--- config.mk ---
export PLATFORM = sky130hd
export DESIGN_NAME = alu_seq
export DESIGN_NICKNAME = d
export VERILOG_FILES = /design/src/rtl/alu_seq.sv
export SDC_FILE = /design/constraint.sdc
export NUM_CORES = 1
export LEC_CHECK = 0
export BUFFER_PORTS_ARGS = -buffer_cell sky130_fd_sc_hd__buf_4
export CORE_ASPECT_RATIO = 0.75
export CORE_UTILIZATION = 31
export DETAILED_ROUTE_END_ITERATION = 10
export PLACE_DENSITY = 0.51
export SETUP_SLACK_MARGIN = 0.15
export SYNTH_ARGS = -nofsm -noshare
export SYNTH_HDL_FRONTEND = slang
export SYNTH_SLANG_ARGS = --single-unit
--- constraint.sdc ---
create_clock -name clk -period 11.2 [get_ports clk]
set_clock_uncertainty 0.2 [all_clocks]
set_input_delay 0 -clock clk [delete_from_list [all_inputs] [get_ports clk]]
set_output_delay 0 -clock clk [all_outputs]
set_load 0.005 [all_outputs]
--- src/rtl/alu_seq.sv ---
// alu_seq: registered ALU with an iterative shift-add multiplier.
//
// state | meaning
// IDLE  | accepting start; single-cycle ops complete on the start edge
// MUL   | shift-add multiply running, one partial product per clock
//
// Ports:
//   clk, reset      rising-edge clock, asynchronous active-high reset
//   start, op       operation request (sampled only while busy=0) and opcode
//   a, b            operands; b[SHW-1:0] is the shift amount for shifts
//   set_flags       update NZCV when this operation completes
//   busy            multiply in progress, start ignored
//   done            one-cycle pulse, y/flags valid
//   y, flags        registered result and {N,Z,C,V}
module alu_seq #(
  parameter int WIDTH = 32,
  localparam int SHW = $clog2(WIDTH)
) (
  input  logic             clk,
  input  logic             reset,
  input  logic             start,
  input  logic [3:0]       op,
  input  logic [WIDTH-1:0] a,
  input  logic [WIDTH-1:0] b,
  input  logic             set_flags,
  output logic             busy,
  output logic             done,
  output logic [WIDTH-1:0] y,
  output logic [3:0]       flags
);

  localparam logic [3:0] OP_AND  = 4'h0;
  localparam logic [3:0] OP_ORR  = 4'h1;
  localparam logic [3:0] OP_ADD  = 4'h2;
  localparam logic [3:0] OP_SUB  = 4'h3;
  localparam logic [3:0] OP_EOR  = 4'h4;
  localparam logic [3:0] OP_BIC  = 4'h5;
  localparam logic [3:0] OP_LSL  = 4'h6;
  localparam logic [3:0] OP_LSR  = 4'h7;
  localparam logic [3:0] OP_ASR  = 4'h8;
  localparam logic [3:0] OP_SLT  = 4'h9;
  localparam logic [3:0] OP_SLTU = 4'hA;
  localparam logic [3:0] OP_MUL  = 4'hB;

  typedef enum logic {IDLE, MUL} state_t;
  state_t state, state_nx;

  logic             sub;
  logic [WIDTH-1:0] b_eff;
  logic [WIDTH:0]   sum;
  logic             v_sum;
  logic [SHW-1:0]   shamt;
  logic [WIDTH:0]   lsl_ext, lsr_ext, asr_ext;
  logic [WIDTH-1:0] res;
  logic             c_new, v_new, c_upd, v_upd, nop;

  logic [WIDTH-1:0] mcand, mplier, acc, acc_nx;
  logic [SHW-1:0]   cnt;
  logic             mul_sf, last;

  // SLT/SLTU reuse the subtractor so they never depend on the flag register.
  always_comb begin
    sub     = (op == OP_SUB) || (op == OP_SLT) || (op == OP_SLTU);
    b_eff   = sub ? ~b : b;
    sum     = {1'b0, a} + {1'b0, b_eff} + {{WIDTH{1'b0}}, sub};
    v_sum   = (a[WIDTH-1] == b_eff[WIDTH-1]) & (sum[WIDTH-1] != a[WIDTH-1]);
    shamt   = b[SHW-1:0];
    // One extra bit on each shifter catches the last bit shifted out.
    lsl_ext = {1'b0, a} << shamt;
    lsr_ext = {a, 1'b0} >> shamt;
    asr_ext = $signed({a, 1'b0}) >>> shamt;
    res   = '0;
    c_new = 1'b0;
    v_new = 1'b0;
    c_upd = 1'b0;
    v_upd = 1'b0;
    nop   = (op >= 4'hC);
    case (op)
      OP_AND:  res = a & b;
      OP_ORR:  res = a | b;
      OP_EOR:  res = a ^ b;
      OP_BIC:  res = a & ~b;
      OP_ADD, OP_SUB: begin
        res   = sum[WIDTH-1:0];
        c_new = sum[WIDTH];
        v_new = v_sum;
        c_upd = 1'b1;
        v_upd = 1'b1;
      end
      OP_LSL: begin
        res   = lsl_ext[WIDTH-1:0];
        c_new = lsl_ext[WIDTH];
        c_upd = (shamt != '0);
      end
      OP_LSR: begin
        res   = lsr_ext[WIDTH:1];
        c_new = lsr_ext[0];
        c_upd = (shamt != '0);
      end
      OP_ASR: begin
        res   = asr_ext[WIDTH:1];
        c_new = asr_ext[0];
        c_upd = (shamt != '0);
      end
      OP_SLT:  res = {{(WIDTH-1){1'b0}}, sum[WIDTH-1] ^ v_sum};
      OP_SLTU: res = {{(WIDTH-1){1'b0}}, ~sum[WIDTH]};
      default: res = '0;
    endcase
  end

  assign acc_nx = mplier[0] ? acc + mcand : acc;
  assign last   = (cnt == '0);
  assign busy   = (state == MUL);

  always_ff @(posedge clk or posedge reset) begin
    if (reset) state <= IDLE;
    else       state <= state_nx;
  end

  always_comb begin
    state_nx = state;
    case (state)
      IDLE:    if (start && op == OP_MUL) state_nx = MUL;
      MUL:     if (last) state_nx = IDLE;
      default: state_nx = IDLE;
    endcase
  end

  always_ff @(posedge clk or posedge reset) begin
    if (reset) begin
      done   <= 1'b0;
      y      <= '0;
      flags  <= 4'b0000;
      mcand  <= '0;
      mplier <= '0;
      acc    <= '0;
      cnt    <= '0;
      mul_sf <= 1'b0;
    end else begin
      done <= 1'b0;
      if (state == IDLE) begin
        if (start) begin
          if (op == OP_MUL) begin
            mcand  <= a;
            mplier <= b;
            acc    <= '0;
            // Down-counter: terminal count 0 marks the WIDTH-th iteration.
            cnt    <= SHW'(WIDTH - 1);
            mul_sf <= set_flags;
          end else begin
            y    <= res;
            done <= 1'b1;
            if (set_flags && !nop)
              flags <= {res[WIDTH-1], res == '0,
                        c_upd ? c_new : flags[1],
                        v_upd ? v_new : flags[0]};
          end
        end
      end else begin
        acc    <= acc_nx;
        mcand  <= mcand << 1;
        mplier <= mplier >> 1;
        cnt    <= cnt - 1'b1;
        if (last) begin
          y    <= acc_nx;
          done <= 1'b1;
          if (mul_sf) flags[3:2] <= {acc_nx[WIDTH-1], acc_nx == '0};
        end
      end
    end
  end

endmodule

==> results of run 1 <==
-- cell families (layout without fill, tap and decap cells) --
logic type	Yosys count	in the layout	synth area share
buf+inv	256	330	0.0628
mux	236	236	0.182
other cells	0	2	0
xor+xnor	92	92	0.0476
compound gates	636	636	0.245
flops	140	140	0.207
fa+ha+maj	108	108	0.0808
simple gates	624	624	0.175
-- area by class of cell --
| type | instances | share of cell area |
|---|---|---|
| diodes | 2 | 0.000257 |
| flip-flops and latches | 140 | 0.180 |
| clock inverters | 14 | 0.00994 |
| repair buffers | 206 | 0.0875 |
| multi-input cells | 1696 | 0.636 |
| well taps | 712 | 0.0457 |
| inverters | 92 | 0.0180 |
| clock buffers | 18 | 0.0225 |
-- power by group through the flow --
stage | Clock (W) | Combinational [W] | Sequential [W]
floorplan | 0 | 0.00121 | 0.000826
global route | 0.000666 | 0.00200 | 0.000897
finish | 0.000635 | 0.00183 | 0.000872
detailed placement | 0 | 0.00178 | 0.000881
global placement | 0 | 0.00177 | 0.000874
CTS | 0.000646 | 0.00181 | 0.000873
-- layer usage --
layer | track usage | up-vias | routed length, µm
met5 | 0 | - | 34
met4 | 0.0672 | 4 | 1720
met3 | 0.0600 | 95 | 7430
met2 | 0.399 | 876 | 32600
met1 | 0.415 | 8752 | 36900
li1 | - | 7922 | -
-- state kept, by name (all words and copies together) (netlist names) --
name,count
y,32
mul_sf,1
flags,4
mcand,32
acc,32
mplier,32
busy,1
done,1
cnt,5
-- stage by stage --
stage | total power [W] | util
floorplan | 0.00203 | -
detailed placement | 0.00266 | 0.341
global placement | 0.00264 | 0.341
CTS | 0.00333 | 0.365
finish | 0.00334 | 0.365
global route | 0.00356 | 0.365
-- how the worst max path moves through the flow --
stage	end	depth (start not counted)
global route	flags[2]	14
detailed placement	flags[2]	16
finish	flags[2]	17
CTS	flags[2]	17
floorplan	flags[2]	19
global placement	flags[2]	16
-- worst max-delay path: stages --
cell,delay (ns)
dlygate4sd3_1,0.52
buf_4,0.44
clkinv_1,0.13
buf_4,0.29
xnor2_1,0.26
ha_1,0.34
a21oi_1,0.36
nor2_1,0.07
a31oi_1,0.28
o22ai_1,0.18
a2111oi_0,0.77
o211ai_1,0.32
or3_1,0.46
nor4_1,0.46
nand4_1,0.15
or4_1,0.41
nand2_1,0.08
-- placed cells by master (no fill, tap or decap), types with 10 or more instances in the layout --
| cell | instances |
|---|---|
| nor3_1 | 29 |
| and3_1 | 20 |
| o21a_1 | 12 |
| dfrtp_1 | 138 |
| nand2_1 | 267 |
| a2111oi_0 | 12 |
| buf_4 | 142 |
| a21oi_1 | 113 |
| a31oi_1 | 25 |
| mux2_2 | 56 |
| nor3b_1 | 10 |
| dlygate4sd3_1 | 64 |
| o2111ai_1 | 10 |
| nor2b_1 | 18 |
| o221ai_1 | 15 |
| o31ai_1 | 11 |
| clkbuf_16 | 17 |
| o211ai_1 | 34 |
| a21o_1 | 32 |
| a211oi_1 | 30 |
| o21ai_0 | 221 |
| mux4_2 | 51 |
| inv_1 | 86 |
| o22ai_1 | 12 |
| xor2_1 | 17 |
| nor4_1 | 11 |
| xnor2_1 | 75 |
| nand4_1 | 24 |
| nand3_1 | 60 |
| and2_1 | 17 |
| mux2i_1 | 127 |
| nor2_1 | 110 |
| nand2b_1 | 10 |
| ha_1 | 106 |
==> impl_metrics.env, run 1 <==
export IMPL_fp_coreArea_um2=53400
export IMPL_post_cts_setup_buffers=0
export IMPL_fp_dieArea_um2=55500
export IMPL_drcViolationCount=0
export IMPL_final_nets=2333
export IMPL_grt_pass1_wl_mm=114
export IMPL_worstMarginPinSlew_ns=1.41
export IMPL_initial_utilization=0.317
export IMPL_r2r_cells=13
export IMPL_place_inst=2782
export IMPL_ant_nets=0
export IMPL_antenna_found_initial=4
export IMPL_grt_usage=0.278
export IMPL_multi_input_area_um2=12400
export IMPL_fin_ws_ns=5.80
export IMPL_intPower_w=0.00179
export IMPL_hold_viol=0
export IMPL_yosys_area_top_type="dfrtp_1"
export IMPL_synthTopCellsByArea="dfrtp_1 21%, ha_1 7.8%, mux2i_1 7.5%"
export IMPL_tritoncts="yes"
export IMPL_grt_max_degree=122
export IMPL_fillCellCount=5600
export IMPL_clkTransAtPathRegs_ns=0.07
export IMPL_final_layout_size_suffix_gt1_frac=0.148
export IMPL_setup_worst_path_end_class="flop"
export IMPL_swShare=0.463
export IMPL_finalSetupTns_ns=0
export IMPL_clkPwrFrac=0.190
export IMPL_grt_overflow=0
export IMPL_drt_iter0_drc=2034
export IMPL_clock_sinks=140
export IMPL_ys_seq_area_frac=0.207
export IMPL_syn_inst=2092
export IMPL_dr_total_vias=17600
export IMPL_fmax_ghz=0.185
export IMPL_num_rows=73
export IMPL_routed_wl_mm=78.7
export IMPL_root_buffer="clkbuf_16"
export IMPL_synth_most_common_cell="nand2_1"
export IMPL_min_period_ns=5.40
export IMPL_async_flop_share=1.00
export IMPL_synth_edf_count=0
export IMPL_seq_area_um2=3510
export IMPL_max_cap_violations=0
export IMPL_synth_flop_cell="dfrtp_1"
export IMPL_cts_inserted_buffers=17
export IMPL_pre_cts_slack_ns=5.78
export IMPL_ctsResizeCount=0
export IMPL_dieWidth_um=272
export IMPL_worst_r2r_endpoint="flags[2]"
export IMPL_netlist_area_leader_share=0.207
export IMPL_grt_pass1_vias=16400
export IMPL_placed_area_um2=18200
export IMPL_ys_ff_latch=140
export IMPL_p_seq_frac=0.261
export IMPL_synth_cell_types=92
export IMPL_hpwl_mm=60.0
export IMPL_finalCritPeriodShare=0.482
export IMPL_combPwrFrac=0.548
export IMPL_ir_drop_mv=0.115
export IMPL_p_leak_nw=8.08
export IMPL_critPathRequiredTime_ns=11.38
export IMPL_area_delta_synth_final_pct=15.3
export IMPL_syn_nets=2272
export IMPL_synth_commonest_cells="267 x nand2_1, 221 x o21ai_0, 140 x dfrtp_1"
export IMPL_h_tree_depth=4
export IMPL_viasPerCell=6.13
export IMPL_hp_class="input port to asynchronous set/reset pin"
export IMPL_cts_hold_buffers=64
export IMPL_wl_per_cell_um=27.3
export IMPL_slew_headroom=0.0378
export IMPL_rr_startpoint="mcand[0]"
export IMPL_drv_slew=0
export IMPL_io_buffer_count=109
export IMPL_crit_start="b[4]"
export IMPL_synth_area_per_cell_um2=8.09
export IMPL_arrival_ns=5.58
export IMPL_drtPass1Iterations=6
export IMPL_clock_latency_ns=0.44
export IMPL_finalSetupViolCount=0
export IMPL_rsz0062_at_grt="no"
export IMPL_hold_ws_ns=0.0772
export IMPL_final_cells=2880
export IMPL_synth_warnings=0
export IMPL_p_switching_w=0.00155
export IMPL_cp_max_fo=33
export IMPL_critPathLaunchType="input port"
export IMPL_place_gp_congestion=1.04
export IMPL_design_area_um2=19500
export IMPL_cts_buffer_depth=2
export IMPL_netlist_area_um2=16900
export IMPL_io_pins=110
export IMPL_critPathKind="input port to flop"
export IMPL_r2r_slack_ns=6.67
export IMPL_power_density_nw_per_um2=171
export IMPL_die_h_um=204
export IMPL_outcome="completed"
(Power assumes the default switching activity.)
==> run 2: changes to the inputs <==
ABC_AREA = 1   (was default)
PLACE_DENSITY = 0.53   (was 0.51)
clock period = 4.9 ns   (was 11.2 ns; I/O delays follow)
==> run 2 against run 1 <==
Sequential power rose by 110%; critical path depth grew 6; worst hold slack got worse by 0.045 ns; first-iteration DRC count rose by 33%; clock-buffer cell count rose by 4; total power is 130% higher; sequential share of layout area increased by 0.29 points; combinational power is 140% higher; critical endpoint unchanged; highest routed layer is now met4.
==> impl_metrics.env, run 2 <==
export IMPL_outcome="completed"
export IMPL_final_cells=3597
export IMPL_critPathRequiredTime_ns=5.07
export IMPL_final_common_cell="nand2_1"
export IMPL_ys_ff_latch=140
export IMPL_design_area_um2=19200
export IMPL_synth_warnings=0
export IMPL_hp_class="input port to asynchronous set/reset pin"
export IMPL_grt_pass1_wl_mm=115
export IMPL_max_cap_violations=0
export IMPL_min_period_ns=4.18
export IMPL_fmax_ghz=0.239
export IMPL_grt_usage=0.286
export IMPL_synth_commonest_cells="832 x nand2_1, 386 x nand3_1, 296 x nor2_1"
export IMPL_final_layout_size_suffix_gt1_frac=0.0764
export IMPL_place_inst=3500
export IMPL_dr_total_vias=19700
export IMPL_post_cts_setup_buffers=0
export IMPL_drt_iter0_drc=2707
export IMPL_placed_area_um2=18000
export IMPL_netlist_area_um2=16400
export IMPL_drcViolationCount=0
export IMPL_rr_startpoint="mcand[2]"
export IMPL_fp_coreArea_um2=52000
export IMPL_ys_seq_area_frac=0.213
export IMPL_fp_dieArea_um2=54000
export IMPL_hpwl_mm=63.0
export IMPL_finalSetupViolCount=0
export IMPL_cts_buffer_depth=2
export IMPL_slew_headroom=0.321
export IMPL_cts_hold_buffers=65
export IMPL_cts_inserted_buffers=17
export IMPL_dieWidth_um=268
export IMPL_r2r_cells=17
export IMPL_grt_max_degree=73
export IMPL_hold_viol=0
export IMPL_viasPerCell=5.47
export IMPL_ant_nets=0
export IMPL_critPathLaunchType="input port"
export IMPL_drv_slew=0
export IMPL_finalSetupTns_ns=0
export IMPL_syn_nets=2955
export IMPL_ir_drop_mv=0.207
export IMPL_synth_cell_types=50
export IMPL_multi_input_area_um2=11500
export IMPL_initial_utilization=0.316
export IMPL_die_h_um=201
export IMPL_drtPass1Iterations=6
export IMPL_synth_flop_cell="dfrtp_1"
export IMPL_worst_r2r_endpoint="flags[2]"
export IMPL_fillCellCount=5793
export IMPL_diodes=0
export IMPL_root_buffer="clkbuf_16"
export IMPL_wl_per_cell_um=21.7
export IMPL_cp_max_fo=27
export IMPL_finalCritPeriodShare=0.852
export IMPL_worstMarginPinSlew_ns=1.02
export IMPL_p_leak_nw=9.39
export IMPL_antenna_found_initial=4
export IMPL_tritoncts="yes"
export IMPL_synth_most_common_cell="nand2_1"
export IMPL_ctsResizeCount=0
export IMPL_rsz0062_at_grt="no"
export IMPL_h_tree_depth=4
export IMPL_hold_ws_ns=0.0323
export IMPL_area_delta_synth_final_pct=16.7
export IMPL_netlist_area_leader_share=0.213
export IMPL_r2r_slack_ns=1.21
export IMPL_seq_area_um2=3510
export IMPL_routed_wl_mm=78.2
export IMPL_power_total_w=0.00754
export IMPL_io_pins=110
export IMPL_final_nets=3061
export IMPL_setup_worst_path_end_class="flop"
export IMPL_grt_overflow=0
export IMPL_synth_edf_count=0
export IMPL_arrival_ns=4.35
export IMPL_synth_area_per_cell_um2=5.92
export IMPL_clock_latency_ns=0.46
export IMPL_synthTopCellsByArea="dfrtp_1 21%, nand2_1 19%, nand3_1 12%"
export IMPL_clkTransAtPathRegs_ns=0.08
export IMPL_place_gp_congestion=1.02
export IMPL_clock_sinks=140
export IMPL_final_cell_mix="832 x nand2_1, 386 x nand3_1, 294 x nor2_1"
export IMPL_yosys_area_top_type="dfrtp_1"
export IMPL_async_flop_share=1.00
export IMPL_power_density_nw_per_um2=393
export IMPL_grt_pass1_vias=17900
export IMPL_io_buffer_count=109
export IMPL_critPathKind="input port to flop"
export IMPL_syn_inst=2775
export IMPL_num_rows=72
-- run 2: cell count changes in the layout (fill, tap and decap cells not counted), sizes merged, moves of 58 or more --
| cell | before | now |
|---|---|---|
| xnor2 | 75 | 5 |
| mux2 | 58 | 0 |
| mux2i | 127 | 3 |
| o21ai | 224 | 161 |
| inv | 91 | 249 |
| a31oi | 25 | 84 |
| nand2 | 267 | 833 |
| nor2 | 110 | 300 |
| nand3 | 60 | 386 |
-- run 2: cell type report --
cell class                      instances  area share
Timing Repair Buffer                  219      0.0954
Tap cell                              703      0.0458
Clock buffer                           22      0.0252
Multi-Input combinational cell       2256       0.598
Inverter                              247      0.0486
Sequential cell                       140       0.183
Clock inverter                         10     0.00417
-- run 2: worst max path at each step --
stage / to / from / slack, ns
global route: flags[2] / op[1] / 0.40
detailed placement: flags[2] / op[1] / 0.40
floorplan: acc[0] / reset / 0.95
global placement: flags[2] / op[1] / 0.35
CTS: flags[2] / op[1] / 0.84
finish: flags[2] / op[3] / 0.72
-- run 2: routing by layer --
layer  global-route usage  share of wire  up-vias
met5               0.0126              0        -
met1                0.452           0.50     9188
li1                     -              -     9449
met2                0.383           0.38      941
met4               0.0631          0.020        0
met3               0.0617          0.095       91
-- run 2: cells by family (layout without fill, tap and decap cells) --
group / Yosys count / in the layout / synth area share
simple gates: 1627 / 1627 / 0.417
compound gates: 444 / 444 / 0.156
xor+xnor: 74 / 74 / 0.0394
flops: 140 / 140 / 0.213
buf+inv: 379 / 498 / 0.0896
fa+ha+maj: 108 / 108 / 0.0831
mux: 3 / 3 / 0.00183
-- run 2: stage by stage --
step                      utilization  setup slack [ns]
after floorplan                     -             0.947
after global placement          0.346             0.354
after detailed placement        0.346             0.397
after CTS                       0.369             0.841
after global routing            0.369             0.396
final                           0.369             0.724
-- run 2: worst max-delay path, cell delays in order --
cell and delay (ns):
buf_4 0.14, inv_2 0.06, nor2_1 0.05, nand2_1 0.26
and3_2 0.82, xor2_1 0.20, ha_1 0.41, nand2_1 0.15
nor2_1 0.16, inv_1 0.10, nor2_1 0.37, nand3_1 0.34
nand3_1 0.19, nand2_1 0.06, nand3_1 0.12, nand3_1 0.19
nor3_1 0.22, nand3_1 0.09, nor2_1 0.11, nand3_1 0.08
nand2_1 0.08, nand2_1 0.05, nand2_1 0.06
-- run 2: report_power, final --
group | leakage [nW] | switching (W) | internal [W]
combinational | 7.45 | 0.00289 | 0.00150
clock | 0.275 | 0.000603 | 0.000711
sequential | 1.66 | 0.000300 | 0.00154
total | 9.39 | 0.00380 | 0.00375
